## src/rtl/rr_arbiter_8_if.sv

```systemverilog
// Handshake bundle between the requester bank and the round-robin arbiter.
// master = requester side, slave = arbiter side.
interface rr_arbiter_8_if;
    logic [7:0] req;
    logic       done;
    logic [7:0] grant;
    logic [2:0] grant_idx;
    logic       grant_valid;
    logic       timeout;

    modport master (
        output req,
        output done,
        input  grant,
        input  grant_idx,
        input  grant_valid,
        input  timeout
    );

    modport slave (
        input  req,
        input  done,
        output grant,
        output grant_idx,
        output grant_valid,
        output timeout
    );
endinterface

```

## src/rtl/rr_arbiter_8.sv

```systemverilog
// 8-way round-robin arbiter with a bounded hold time and one dead cycle between grants.
// All outputs are registered; the one-hot grant is the decode of the winner index.
module rr_arbiter_8 #(
    parameter int unsigned MAX_HOLD = 16,
    parameter int unsigned CNT_W    = 5
) (
    input logic           clk,
    input logic           rst,
    rr_arbiter_8_if.slave bus
);
    typedef enum logic [0:0] {StIdle, StGrant} state_e;

    state_e           state_q;
    logic [7:0]       grant_q;
    logic [2:0]       grant_idx_q;
    logic [2:0]       last_idx_q;
    logic             grant_valid_q;
    logic             timeout_q;
    logic [CNT_W-1:0] hold_cnt_q;

    logic       pick_found;
    logic [2:0] pick_idx;
    logic [2:0] cand;
    logic       hold_max;
    logic       owner_req;
    logic       release_c;

    // Circular search starting just after the last owner; 3-bit add wraps mod 8.
    always_comb begin
        pick_found = 1'b0;
        pick_idx   = 3'd0;
        cand       = 3'd0;
        for (int k = 1; k <= 8; k++) begin
            cand = last_idx_q + 3'(k);
            if (!pick_found && bus.req[cand]) begin
                pick_found = 1'b1;
                pick_idx   = cand;
            end
        end
    end

    assign hold_max  = (hold_cnt_q == CNT_W'(MAX_HOLD));
    assign owner_req = bus.req[grant_idx_q];
    assign release_c = bus.done || !owner_req || hold_max;

    always_ff @(posedge clk) begin
        if (rst) begin
            state_q       <= StIdle;
            grant_q       <= 8'd0;
            grant_idx_q   <= 3'd0;
            grant_valid_q <= 1'b0;
            timeout_q     <= 1'b0;
            hold_cnt_q    <= '0;
            last_idx_q    <= 3'd7;
        end else begin
            timeout_q <= 1'b0;
            case (state_q)
                StIdle: begin
                    if (pick_found) begin
                        grant_idx_q   <= pick_idx;
                        grant_q       <= 8'd1 << pick_idx;
                        grant_valid_q <= 1'b1;
                        hold_cnt_q    <= CNT_W'(1);
                        state_q       <= StGrant;
                    end
                end
                StGrant: begin
                    if (release_c) begin
                        grant_valid_q <= 1'b0;
                        grant_q       <= 8'd0;
                        last_idx_q    <= grant_idx_q;
                        hold_cnt_q    <= '0;
                        // Timeout flags only a release the owner did not ask for.
                        timeout_q     <= hold_max && owner_req && !bus.done;
                        state_q       <= StIdle;
                    end else begin
                        hold_cnt_q <= hold_cnt_q + CNT_W'(1);
                    end
                end
                default: state_q <= StIdle;
            endcase
        end
    end

    assign bus.grant       = grant_q;
    assign bus.grant_idx   = grant_idx_q;
    assign bus.grant_valid = grant_valid_q;
    assign bus.timeout     = timeout_q;
endmodule

```

## src/flat_wrapper.sv

```systemverilog
// flat-port wrapper written by rule: the top's interface ports become plain ports
module rr_arbiter_8_flat 
#(
    parameter int unsigned MAX_HOLD = 16,
    parameter int unsigned CNT_W    = 5
)
  (clk, rst, bus_req, bus_done, bus_grant, bus_grant_idx, bus_grant_valid, bus_timeout);
  rr_arbiter_8_if bus_i ();
  input logic clk;
  input logic rst;
  input wire logic [$bits(bus_i.req)-1:0] bus_req;
  input wire logic [$bits(bus_i.done)-1:0] bus_done;
  output wire logic [$bits(bus_i.grant)-1:0] bus_grant;
  output wire logic [$bits(bus_i.grant_idx)-1:0] bus_grant_idx;
  output wire logic [$bits(bus_i.grant_valid)-1:0] bus_grant_valid;
  output wire logic [$bits(bus_i.timeout)-1:0] bus_timeout;
  assign bus_i.req = bus_req;
  assign bus_i.done = bus_done;
  assign bus_grant = bus_i.grant;
  assign bus_grant_idx = bus_i.grant_idx;
  assign bus_grant_valid = bus_i.grant_valid;
  assign bus_timeout = bus_i.timeout;
  rr_arbiter_8 #(.MAX_HOLD(MAX_HOLD), .CNT_W(CNT_W)) u_core (.clk(clk), .rst(rst), .bus(bus_i));
endmodule
```

## config.mk

```make
export PLATFORM = sky130hd
export DESIGN_NAME = rr_arbiter_8_flat
export DESIGN_NICKNAME = d
export VERILOG_FILES = /design/src/rtl/rr_arbiter_8_if.sv /design/src/rtl/rr_arbiter_8.sv /design/src/flat_wrapper.sv
export SDC_FILE = /design/constraint.sdc
export NUM_CORES = 1
export LEC_CHECK = 0
export CORE_UTILIZATION = 30
export DETAILED_ROUTE_END_ITERATION = 6
export PLACE_DENSITY = 0.5
export SLEW_MARGIN = 40
export SYNTH_ARGS = -nofsm -noshare
export SYNTH_HDL_FRONTEND = slang
export SYNTH_SLANG_ARGS = --single-unit
```

## constraint.sdc

```tcl
create_clock -name clk -period 4.8 [get_ports clk]
set_input_delay 0.72 -clock clk [delete_from_list [all_inputs] [get_ports clk]]
set_output_delay 0.72 -clock clk [all_outputs]
set_load 0.05 [all_outputs]
```

* Word level (Yosys, flattened, before mapping)
Index checks and enable logic that the tools add are counted.
Cells by class: equal/unequal tests 3, order comparisons 9, bitwise logic cells 2, reductions and logical operators 24, $add $sub $neg 8, shifts and indexed selects 1, multiplexer cells 46
Operators by type and width (number):
- 3-bit by 4-bit less-than comparator with 1-bit output, second input constant | 9
- 1-bit binary-select mux with 3-bit select | 9
- 3-bit two-way mux | 8
- 1-bit two-way mux | 21
- 8-bit two-way mux | 2
- 8-bit one-hot mux with 2 select lines | 1
- 3-bit adder, second input constant | 4
- 5-bit two-way mux | 2
- 5-bit one-hot mux with 2 select lines | 1
- 1-bit logical AND | 9
- 1-bit logical NOT | 9
- 1-bit by 3-bit << shifter with 8-bit output, first input constant | 1
- 3-bit by 2-bit adder with 3-bit output, second input constant | 2
- 2-bit AND reduction | 3
- 5-bit by 1-bit adder with 5-bit output, second input constant | 1
- 5-bit equality test, second input constant | 1
- 1-bit one-hot mux with 2 select lines | 2
- 3-bit by 1-bit adder with 3-bit output, second input constant | 1
- 3-bit OR reduction | 1
- 1-bit logical OR | 2
- 2-bit by 1-bit != test with 1-bit output, second input constant | 1
- 2-bit != test, second input constant | 1
- 1-bit inverter | 2
Word-level totals: word-level logic and storage cells 100, register bits after elaboration 22, input bits 11, output and inout port bits 13

* Longest topological paths before layout
Gate-level depths: netlist of the first run.
word-level depth 28, gate-level depth with buffers 14, mapped depth without buffers 10

* Worst setup path after synthesis of the first run
OpenSTA, ideal clock, no wires.
kind register -> register, start point register u_core.last_idx_q[1], end point register u_core.grant_q[2], in the netlist u_core.bus.grant[2], buffers on the path 3, setup slack 1.397 ns, data required time 4.683 ns, stages on the path, launching flop included 14, data arrival time 3.286 ns, clock period less this slack 3.403 ns, library setup time 0.117 ns, cell sequence dfxtp_1 -> buf_6 -> clkbuf_1 -> inv_1 -> ha_1 -> buf_2 -> mux4_1 -> mux2_4 -> or2_0 -> nand3b_4 -> nor3b_1 -> o21ai_1 -> and3b_4 -> a32o_1
Between the ends: word-level cells in the longest chain between the ends 28, elaborated cells between the ends (all ways) 58, those cells by class 7 x add/sub; 1 x eq/ne; 1 x shift; 34 x mux; 15 x reduce/logical
Ends and longest elaborated chain:
- from (decl) | RTL line rr_arbiter_8.sv:16 | logic [2:0] last_idx_q;
- from (signal assigned) | RTL line rr_arbiter_8.sv:71 | last_idx_q <= grant_idx_q;
- 3-bit by 1-bit adder with 3-bit output | RTL line rr_arbiter_8.sv:34 | cand = last_idx_q + 3'(k);
- 1-bit binary-select mux with 3-bit select | RTL line rr_arbiter_8.sv:35 | if (!pick_found && bus.req[cand]) begin
- 1-bit two-way mux (not written as such) | RTL line rr_arbiter_8.sv:35
- 1-bit two-way mux | RTL line rr_arbiter_8.sv:35
- 1-bit logical NOT | RTL line rr_arbiter_8.sv:35
- 1-bit logical AND | RTL line rr_arbiter_8.sv:35
- 1-bit two-way mux | RTL line rr_arbiter_8.sv:35
- 1-bit logical NOT | RTL line rr_arbiter_8.sv:35
- [12 not listed]
- 1-bit logical AND | RTL line rr_arbiter_8.sv:35
- 1-bit two-way mux | RTL line rr_arbiter_8.sv:35
- 1-bit logical NOT | RTL line rr_arbiter_8.sv:35
- 1-bit logical AND | RTL line rr_arbiter_8.sv:35
- 3-bit two-way mux | RTL line rr_arbiter_8.sv:35
- 1-bit by 3-bit << shifter with 8-bit output | RTL line rr_arbiter_8.sv:61 | grant_q <= 8'd1 << pick_idx;
- 8-bit two-way mux | RTL line rr_arbiter_8.sv:59 | if (pick_found) begin
- 8-bit one-hot mux with 2 select lines | RTL line rr_arbiter_8.sv:57 | case (state_q)
- to (signal assigned) | RTL line rr_arbiter_8.sv:61
- to (decl) | RTL line rr_arbiter_8.sv:14 | logic [7:0] grant_q;
Parallel ways exist; a longest one is shown, timed or not. The select of a mux whose other input is x is not followed. A chain may end at the register's enable or synchronous reset.

* Final worst setup path of the first run
start point input port bus_req[0], end point register u_core.hold_cnt_q[4]
Between the ends: word-level cells in the longest chain between the ends 25, elaborated cells between the ends (all ways) 46, those cells by class 1 x eq/ne; 28 x mux; 17 x reduce/logical
Ends and longest elaborated chain:
- from (decl) | RTL line flat_wrapper.sv:11 | input wire logic [$bits(bus_i.req)-1:0] bus_req;
- 1-bit binary-select mux with 3-bit select | RTL line rr_arbiter_8.sv:35
- 1-bit two-way mux (not written as such) | RTL line rr_arbiter_8.sv:35
- 1-bit two-way mux | RTL line rr_arbiter_8.sv:35
- 1-bit logical NOT | RTL line rr_arbiter_8.sv:35
- 1-bit logical AND | RTL line rr_arbiter_8.sv:35
- 1-bit two-way mux | RTL line rr_arbiter_8.sv:35
- 1-bit logical NOT | RTL line rr_arbiter_8.sv:35
- 1-bit logical AND | RTL line rr_arbiter_8.sv:35
- [9 not listed]
- 1-bit two-way mux | RTL line rr_arbiter_8.sv:35
- 1-bit logical NOT | RTL line rr_arbiter_8.sv:35
- 1-bit logical AND | RTL line rr_arbiter_8.sv:35
- 1-bit two-way mux | RTL line rr_arbiter_8.sv:35
- 1-bit logical NOT | RTL line rr_arbiter_8.sv:35
- 1-bit logical AND | RTL line rr_arbiter_8.sv:35
- 1-bit two-way mux | RTL line rr_arbiter_8.sv:35
- 2-bit by 1-bit != test with 1-bit output (no line)
- to (signal assigned) | RTL line rr_arbiter_8.sv:77 | hold_cnt_q <= hold_cnt_q + CNT_W'(1);
- to (decl) | RTL line rr_arbiter_8.sv:19 | logic [CNT_W-1:0] hold_cnt_q;
Parallel ways exist; a longest one is shown, timed or not. The select of a mux whose other input is x is not followed.

==> out/metrics.cfg, run 1 <==
[routing]
drtIter0Drc=83
routedWlPerCell_um=15.7
dr.pass1.iters=4
num_vias=1601
viasPerCell=5.54
ant_nets=0
drc=0
wirelength_um=4530

[synthesis]
synth_cell_type_count=53
yosysWarnings=0
ys_seq_elements=22
synth-edff-count=0
synth_top_flop_cell=dfxtp_1
syn-cell-area_um2=1830
syn_nets=211
ys_seq_area_share_pct=24.1
synth_simple_gate_area_share_pct=20.8
synth_compound_area_share_pct=17.3
syn_inst=196
synthMuxAreaShare_pct=27.3
synth-async-reset-ratio_pct=0
synthXorXnorAreaFrac_pct=2.81
synth_top_family_by_area=multiplexers
synthAdderAreaFrac_pct=2.74
avgSynthCellArea_um2=9.32

[clock_network]
holdBufCountCts=0
numCtsBuffers=3
worstSkewPairLatency_ps=270
clk_pin_slew_ps=80
cts_tree=built
cts_setup_buffers=0
cts_sinks=22
cts_resized=0
clk_path_buf_depth=2
root_buffer=clkbuf_8
htreeDepth=1

[sta]
tightest_slew_ps=704
relSlewSlack_pct=52.6
tns_ps=0
hold_viol=0
min_period_ps=3510
final_max_slew_viol_count=0
layout_setup_ws_ps=1290
fin_skew_ps=3.08
clock.fmax_ghz=0.285
fin_crit_sh_pct=73.2
setup_violations=0
rsz0062_at_grt=false

[finish]
n_antenna_cell=0
mostFrequentLayoutCell=clkdlybuf4s50_1
drive_above_1_share_pct=13.1
area_delta_synth_final_pct=17.9
mostFrequentLayoutCells=23 x clkdlybuf4s50_1, 22 x dfxtp_1, 18 x nand2_1
nets=231
stdcell_area_um2=2150
fin_util_pct=36.6

[grt]
grt-ovfl-total=0
grt_start_max_net_pins=22
antenna_found_initial=0
grt_pass1_vias=1573
grt_use_total_pct=15.5
grt_pass1_wl_um=7690

[placed_design]
gp_congestion=0.789
placed_cell_area_um2=2110
port_buffers=23
pre_cts_slack_ps=1020
hpwl_um=3410

[worst_setup_path]
worstSetupStartpointType=input pin
cp.required_ps=4990
r2r_start=u_core.last_idx_q[0]
crit_path_end_kind=flop
crit_type=input pin to flop
worst_ep_arrival_time_ps=3700
path_max_fanout=9
ff2ff_path_depth=10
critPathLaunch=bus_req[0]

[pwr]
p_leak_nw=0.850
p_int_uw=605
swShare_pct=49.2
switchingPower_uw=586
sequentialPowerShare_pct=22.5
peakVddDrop_mv=0.233
comb_power_share_pct=67.9
power_frac_clock_pct=9.6
power_density_nw_per_um2=553

[job]
max_cap_violations=0

[min_path]
whs_path_depth=1
min-delay-start=u_core.bus.grant[7]
hold_class=flop to flop

[floorplan]
rows=28
fp.dieH_um=80.0
chipWidth_um=80.0
dieArea_um2=6410
start_util_pct=31.0
design.core.area_um2=5890
io_pins=24

[status]
status=finished clean

## registers in the layout (all words and copies together) (netlist names)
signal and cells:
u_core.hold_cnt_q 5, u_core.last_idx_q 3, u_core.bus.timeout 1, u_core.bus.grant_valid 1, u_core.bus.grant_idx 3, u_core.state_q 1, u_core.bus.grant 8
## worst max-delay path, stage by stage
cell,delay [ps]
clkdlybuf4s50_1,580
mux4_1,630
mux2_4,330
or2_0,220
nand3b_4,220
nor4_1,580
nor2_1,130
xnor2_1,150
nor3_1,140
## cells in the mapped netlist (2+ instances only)
| library cell | number | area [µm²] |
|---|---|---|
| ha_1 | 4 | 50.1 |
| a211o_1 | 3 | 26.3 |
| dfxtp_1 | 22 | 440 |
| xnor2_1 | 3 | 26.3 |
| nand2b_1 | 3 | 18.8 |
| mux2i_1 | 16 | 160 |
| nor2_2 | 2 | 12.5 |
| a21oi_1 | 15 | 75.1 |
| nor2_1 | 16 | 60.1 |
| or3_1 | 2 | 12.5 |
| nand2_1 | 18 | 67.6 |
| a22o_1 | 4 | 35.0 |
| o221ai_1 | 2 | 17.5 |
| o21ai_0 | 4 | 20.0 |
| mux4_1 | 2 | 52.6 |
| inv_1 | 10 | 37.5 |
| a211oi_1 | 2 | 15.0 |
| a32o_1 | 4 | 40.0 |
| buf_2 | 4 | 20.0 |
| nor2b_1 | 4 | 25.0 |
| nand3_1 | 6 | 30.0 |
| and3_1 | 2 | 12.5 |
| clkbuf_1 | 3 | 11.3 |
| mux2_2 | 2 | 22.5 |
| nor3_1 | 5 | 25.0 |
| mux4_2 | 11 | 248 |
## path summary, 6_finish.rpt
| path | endpoint | slack [ps] |
|---|---|---|
| max | u_core.hold_cnt_q[4] | 1290 |
| min | u_core.bus.grant[7] | 480 |
| max reg2reg | u_core.hold_cnt_q[4] | 1330 |
| min reg2reg | u_core.bus.grant[7] | 480 |
## logic make-up after synthesis
family | count (synthesis)
AND/OR/NAND/NOR | 69
multiplexers | 32
XOR/XNOR | 5
flip-flops | 22
adder cells (fa/ha/maj) | 4
AO/OA/AOI/OAI | 44
buffers and inverters | 20
## per-stage QoR
stage	instances	hold slack, ps	power (mW)
final	289	478	1.19
after global routing	289	500	1.28
after CTS	289	479	1.20
after detailed placement	286	461	1.08
after global placement	286	458	1.09
after floorplan	196	471	0.897
## power by group through the flow
stage	sequential (mW)	combinational (mW)	clock, mW
floorplan	0.367	0.530	0
global placement	0.274	0.811	0
detailed placement	0.274	0.807	0
CTS	0.270	0.810	0.119
global route	0.277	0.883	0.124
finish	0.268	0.808	0.115
## per-layer routing
layer / up-vias / routed length (µm) / GRT usage [%]
li1: 785 / - / -
met1: 774 / 2250 / 21.2
met2: 35 / 2040 / 24.0
met3: 7 / 179 / 3.54
met4: 0 / 55 / 4.64
met5: - / 0 / 0
## cell type report
type	count	area (µm²)
flip-flops and latches	22	440
inverters	10	37.5
clock buffers	3	41.3
fillers	613	3730
well taps	75	93.8
repair buffers	25	245
multi-input cells	154	1290
Note: power is estimated with default switching activity, not from simulation.
==> inputs of run 2 (changes only) <==
Settings changed: PLACE_DENSITY 0.5 to 0.51.
Clock period 4.8 ns to 2.8 ns, I/O delays scaled along.
==> out/metrics.cfg, run 2 (synthesis results as in run 1) <==
[grt]
grt_use_total_pct=15.9  ; +0.42 points
grt-ovfl-total=0  ; unchanged
grt_pass1_vias=1685  ; +7.1%
grt_pass1_wl_um=8000  ; +4.1%
antenna_found_initial=0  ; unchanged
grt_start_max_net_pins=14  ; -36%

[finish]
largest_reg_flops=8  ; unchanged
fin_util_pct=45.8  ; +9.2 points
final_cells=344  ; +19%
multi_input_area_um2=1390  ; +7.0%
mostFrequentLayoutCell=buf_4
n_antenna_cell=0  ; unchanged
drive_above_1_share_pct=37.9  ; +25 points
mostFrequentLayoutCells=53 x buf_4, 20 x dfxtp_1, 18 x nand2_1
area_delta_synth_final_pct=47.5
fillers=589  ; -3.9%
nets=286  ; +24%
seq_area_um2=445  ; +1.1%

[placed_design]
port_buffers=23  ; unchanged
pre_cts_slack_ps=-363  ; -1390 ps
gp_congestion=0.781  ; -0.90%
dp.cells=331  ; +16%
hpwl_um=3780  ; +11%

[worst_setup_path]
critPathLaunch=u_core.last_idx_q[0]
cp_slowest_cell=mux4_2
critPathBufInv=2  ; +1
crit_path_end_kind=flop
worst_ep_arrival_time_ps=2920  ; -780 ps
cp_common_cell=buf_6
r2r_start=u_core.last_idx_q[0]
path_max_fanout=8  ; -1
path_delay_family=simple AND/OR/NAND/NOR gates
crit_type=flop to flop
cp_slowest_stage_delay_ps=510  ; -120 ps
crit_chain=buf_6 -> buf_6 -> mux4_2 -> mux2_4 -> or2_1 -> nand3b_4 -> nor3_4 -> nor2_4 -> and3b_4 -> a32o_1
worstSetupStartpointType=flop
cp.required_ps=2950  ; -2040 ps

[sta]
fin_crit_sh_pct=98.8
hold_viol=0  ; unchanged
min_period_ps=2770
clock.fmax_ghz=0.362
final_max_slew_viol_count=0  ; unchanged
rsz0062_at_grt=true
tightest_slew_ps=499  ; -205 ps
fin_skew_ps=1.54  ; -1.53 ps
relSlewSlack_pct=66.6  ; +14 points
setup_violations=0  ; unchanged
layout_setup_ws_ps=33.9  ; -1250 ps

[floorplan]
dieArea_um2=6410  ; unchanged
start_util_pct=31.0  ; unchanged
fp.dieH_um=80.0  ; unchanged
design.core.area_um2=5890  ; unchanged
chipWidth_um=80.0  ; unchanged
io_pins=24  ; unchanged
rows=28  ; unchanged

[routing]
wirelength_um=4870  ; +7.6%
drtIter0Drc=77  ; -7.2%
dr.pass1.iters=4  ; unchanged
viasPerCell=5.19  ; -6.3%
num_vias=1785  ; +11%
ant_nets=0  ; unchanged
drc=0  ; unchanged
routedWlPerCell_um=14.2  ; -9.6%

[clock_network]
cts_tree=built
clk_path_buf_depth=2  ; unchanged
root_buffer=clkbuf_8
cts_sinks=22  ; unchanged
htreeDepth=1  ; unchanged
worstSkewPairLatency_ps=260  ; about the same
numCtsBuffers=3  ; unchanged
clk_pin_slew_ps=70  ; about the same

[min_path]
min-delay-start=u_core.bus.grant[2]
hold_class=flop to flop

[pwr]
power_frac_clock_pct=7.6  ; -2.0 points
sequentialPowerShare_pct=18.4  ; -4.1 points
switchingPower_mw=1.13  ; +92%
p_leak_nw=1.18  ; +39%
power_density_nw_per_um2=926  ; +67%
swShare_pct=45.1  ; -4.1 points
comb_power_share_pct=73.9  ; +6.0 points
p_int_mw=1.37  ; +130%
peakVddDrop_mv=0.570  ; +140%

[job]
max_cap_violations=0  ; unchanged

[status]
status=finished clean

==> run 2: changes by cell type in the layout (fill, tap and decap cells not counted), moves of 3 or more <==
cell / previous run / this run
dlymetal6s2s_1: 0 / 7
clkdlybuf4s50_1: 23 / 15
buf_6: 0 / 4
buf_4: 2 / 53
mux2i_2: 0 / 3
inv_1: 10 / 7
mux2i_1: 16 / 13
==> run 2: layout make-up <==
cell class                      instances  area share, %
Clock buffer                            3           1.53
Inverter                               10           1.49
Multi-Input combinational cell        154           51.4
Sequential cell                        22           16.5
Tap cell                               75           3.48
Timing Repair Buffer                   80           25.6
==> run 2: power by group through the flow <==
stage	Clock [mW]	Combinational [mW]	Sequential, mW
3_5_place_dp	0	1.66	0.464
6_report	0.191	1.84	0.460
2_1_floorplan	0	0.976	0.631
4_1_cts	0.200	1.71	0.459
3_3_place_gp	0	1.67	0.465
5_1_grt	0.214	1.99	0.470
==> run 2: routing by layer <==
metal  up-vias  global-route usage [%]  part of all wire [%]
met5         -                       0                     0
met4         0                    1.79                  0.68
met3         2                    3.09                   3.8
met2        35                    26.0                    47
met1       860                    22.2                    49
li1        888                       -                     -
==> run 2: path summary, 6_finish.rpt <==
path | endpoint | slack [ps] | cells past startpoint
worst max register to register | u_core.bus.grant[6] | 30 | 10
worst min register to register | u_core.bus.grant[2] | 470 | 1
worst max-delay path | u_core.bus.grant[6] | 30 | 10
worst min-delay path | u_core.bus.grant[2] | 470 | 1
==> run 2: repair_timing <==
item	in CTS	in global routing
gates resized for setup	11	21
buffers inserted	1	9
hold buffers	0	0
endpoints found under the setup margin	9	14
pin swaps	3	10
==> run 2: per-stage QoR <==
step                      power, mW  instance area, µm²  setup TNS [ps]  hold slack (ps)
final                          2.50                2700               0              473
after global routing           2.68                2700            -231              481
after CTS                      2.36                2550               0              477
after detailed placement       2.12                2480           -4370              459
after global placement         2.13                2480           -3950              459
after floorplan                1.61                1900           -2410              471
==> inputs of run 3 (changes only) <==
Settings changed: MAX_ROUTING_LAYER set to met4, SLEW_MARGIN 40 to not set.
==> out/metrics.cfg, run 3 (synthesis results as in run 1) <==
[sta]
tightest_slew_ps=499  ; +0.000894 ps
tns_ps=0  ; unchanged
relSlewSlack_pct=66.6  ; about the same
fin_skew_ps=1.31  ; -0.233 ps
clock.fmax_ghz=0.363  ; +0.30%
final_max_slew_viol_count=0  ; unchanged
setup_violations=0  ; unchanged
rsz0062_at_grt=true
fin_crit_sh_pct=98.5  ; -0.29 points
hold_viol=0  ; unchanged
min_period_ps=2760  ; -8.23 ps

[floorplan]
chipWidth_um=80.0  ; unchanged
io_pins=24  ; unchanged
rows=28  ; unchanged
dieArea_um2=6410  ; unchanged
design.core.area_um2=5890  ; unchanged
start_util_pct=31.0  ; unchanged
fp.dieH_um=80.0  ; unchanged

[min_path]
hold_class=flop to flop

[placed_design]
hpwl_um=3780  ; unchanged
gp_congestion=0.792  ; +1.4%
port_buffers=23  ; unchanged
dp.cells=331  ; unchanged

[clock_network]
htreeDepth=1  ; unchanged
clk_path_buf_depth=2  ; unchanged
holdBufCountCts=0  ; unchanged
worstSkewPairLatency_ps=260  ; about the same
clk_pin_slew_ps=70  ; about the same
numCtsBuffers=3  ; unchanged
cts_tree=built
cts_sinks=22  ; unchanged
root_buffer=clkbuf_8

[grt]
grt-ovfl-total=0  ; unchanged
grt_use_total_pct=16.3  ; +0.43 points
antenna_found_initial=0  ; unchanged
grt_start_max_net_pins=14  ; unchanged
grt_pass1_wl_um=8000  ; unchanged
grt_pass1_vias=1692  ; +0.42%

[routing]
drtIter0Drc=79  ; +2.6%
routedWlPerCell_um=14.1  ; -0.25%
num_vias=1772  ; -0.73%
viasPerCell=5.15  ; -0.73%
drc=0  ; unchanged
ant_nets=0  ; unchanged
dr.pass1.iters=4  ; unchanged
wirelength_um=4860  ; -0.25%

[finish]
mostFrequentLayoutCell=buf_4
n_antenna_cell=0  ; unchanged
area_delta_synth_final_pct=47.5  ; unchanged
largest_reg_flops=8  ; unchanged
mostFrequentLayoutCells=53 x buf_4, 20 x dfxtp_1, 18 x nand2_1
drive_above_1_share_pct=37.9  ; unchanged
final_cells=344  ; unchanged
nets=286  ; unchanged

[worst_setup_path]
crit_path_end_kind=flop
r2r_start=u_core.last_idx_q[0]
critPathLaunch=u_core.last_idx_q[0]
crit_type=flop to flop
worst_ep_arrival_time_ps=2910  ; about the same
reg2reg_setup_slack_ps=40  ; about the same
ff2ff_path_depth=10  ; unchanged
worstSetupStartpointType=flop
path_max_fanout=8  ; unchanged
crit_path_end=u_core.bus.grant[6]
cp.required_ps=2950  ; about the same
r2r_end=u_core.bus.grant[6]

[pwr]
sequentialPowerShare_pct=18.4  ; about the same
p_int_mw=1.37  ; about the same
power_frac_clock_pct=7.6  ; about the same
comb_power_share_pct=74.0  ; about the same
power_density_nw_per_um2=925  ; about the same
p_leak_nw=1.18  ; unchanged
peakVddDrop_mv=0.570  ; about the same
swShare_pct=45.0  ; -0.053 points
switchingPower_mw=1.12  ; -0.21%

[status]
status=finished clean

[job]
max_cap_violations=0  ; unchanged

[run 3: cell counts in the layout (fill, tap and decap cells not counted)]
No cell type changed its count.
[run 3: worst min path at each step]
| stage | startpoint | to | cells past startpoint |
|---|---|---|---|
| 4_1_cts | u_core.bus.grant[2] | u_core.bus.grant[2] | 1 |
| 6_report | u_core.bus.grant[2] | u_core.bus.grant[2] | 1 |
| 5_1_grt | u_core.bus.grant[2] | u_core.bus.grant[2] | 1 |
| 3_5_place_dp | u_core.bus.grant[2] | u_core.bus.grant[2] | 1 |
| 2_1_floorplan | u_core.hold_cnt_q[3] | u_core.hold_cnt_q[3] | 2 |
| 3_3_place_gp | u_core.bus.grant[7] | u_core.bus.grant[7] | 1 |
[run 3: power groups by stage]
stage	Sequential, mW	Clock, mW	Combinational [mW]
final	0.460	0.189	1.84
after global routing	0.470	0.214	1.99
after CTS	0.459	0.200	1.71
after detailed placement	0.464	0	1.66
after global placement	0.465	0	1.67
after floorplan	0.631	0	0.976
[run 3: final cells by class]
class / instances / area, µm²
fill: 589 / 3190
multi-input combinational: 154 / 1390
timing repair buffer: 80 / 689
sequential: 22 / 445
tap: 75 / 93.8
clock buffer: 3 / 41.3
inverter: 10 / 40.0
[run 3: stage by stage]
stage	hold WS (ps)	worst slack [ps]	util, %	cell area (µm²)	power (mW)
2_1_floorplan	471	-244	-	1900	1.61
3_3_place_gp	459	-311	42.1	2480	2.13
3_5_place_dp	459	-363	42.1	2480	2.12
4_1_cts	477	10.8	43.3	2550	2.36
5_1_grt	481	-61.4	45.8	2700	2.68
6_report	473	42.1	45.8	2700	2.49
[run 3: routing by layer]
metal / GRT usage [%] / share of wire (%) / up-vias
met4: 1.79 / 0.68 / 0
met2: 26.0 / 47 / 29
met1: 22.2 / 49 / 851
met5: - / 0 / -
li1: - / - / 890
met3: 3.09 / 2.9 / 2
[run 3: worst max-delay path, cell delays in order, from the launching register on]
cell and delay [ps]:
dfxtp_2 360, buf_6 130, buf_6 100, mux4_2 510, mux2_4 290, or2_1 220
nand3b_4 240, nor3_4 300, nor2_4 70, and3b_4 220, a32o_1 210
[run 3: repair_timing]
action	CTS	global route
gates resized for setup	11	21
pin swaps	3	10
hold endpoints to repair	0	0
buffers inserted	1	9
setup endpoints to repair	9	14
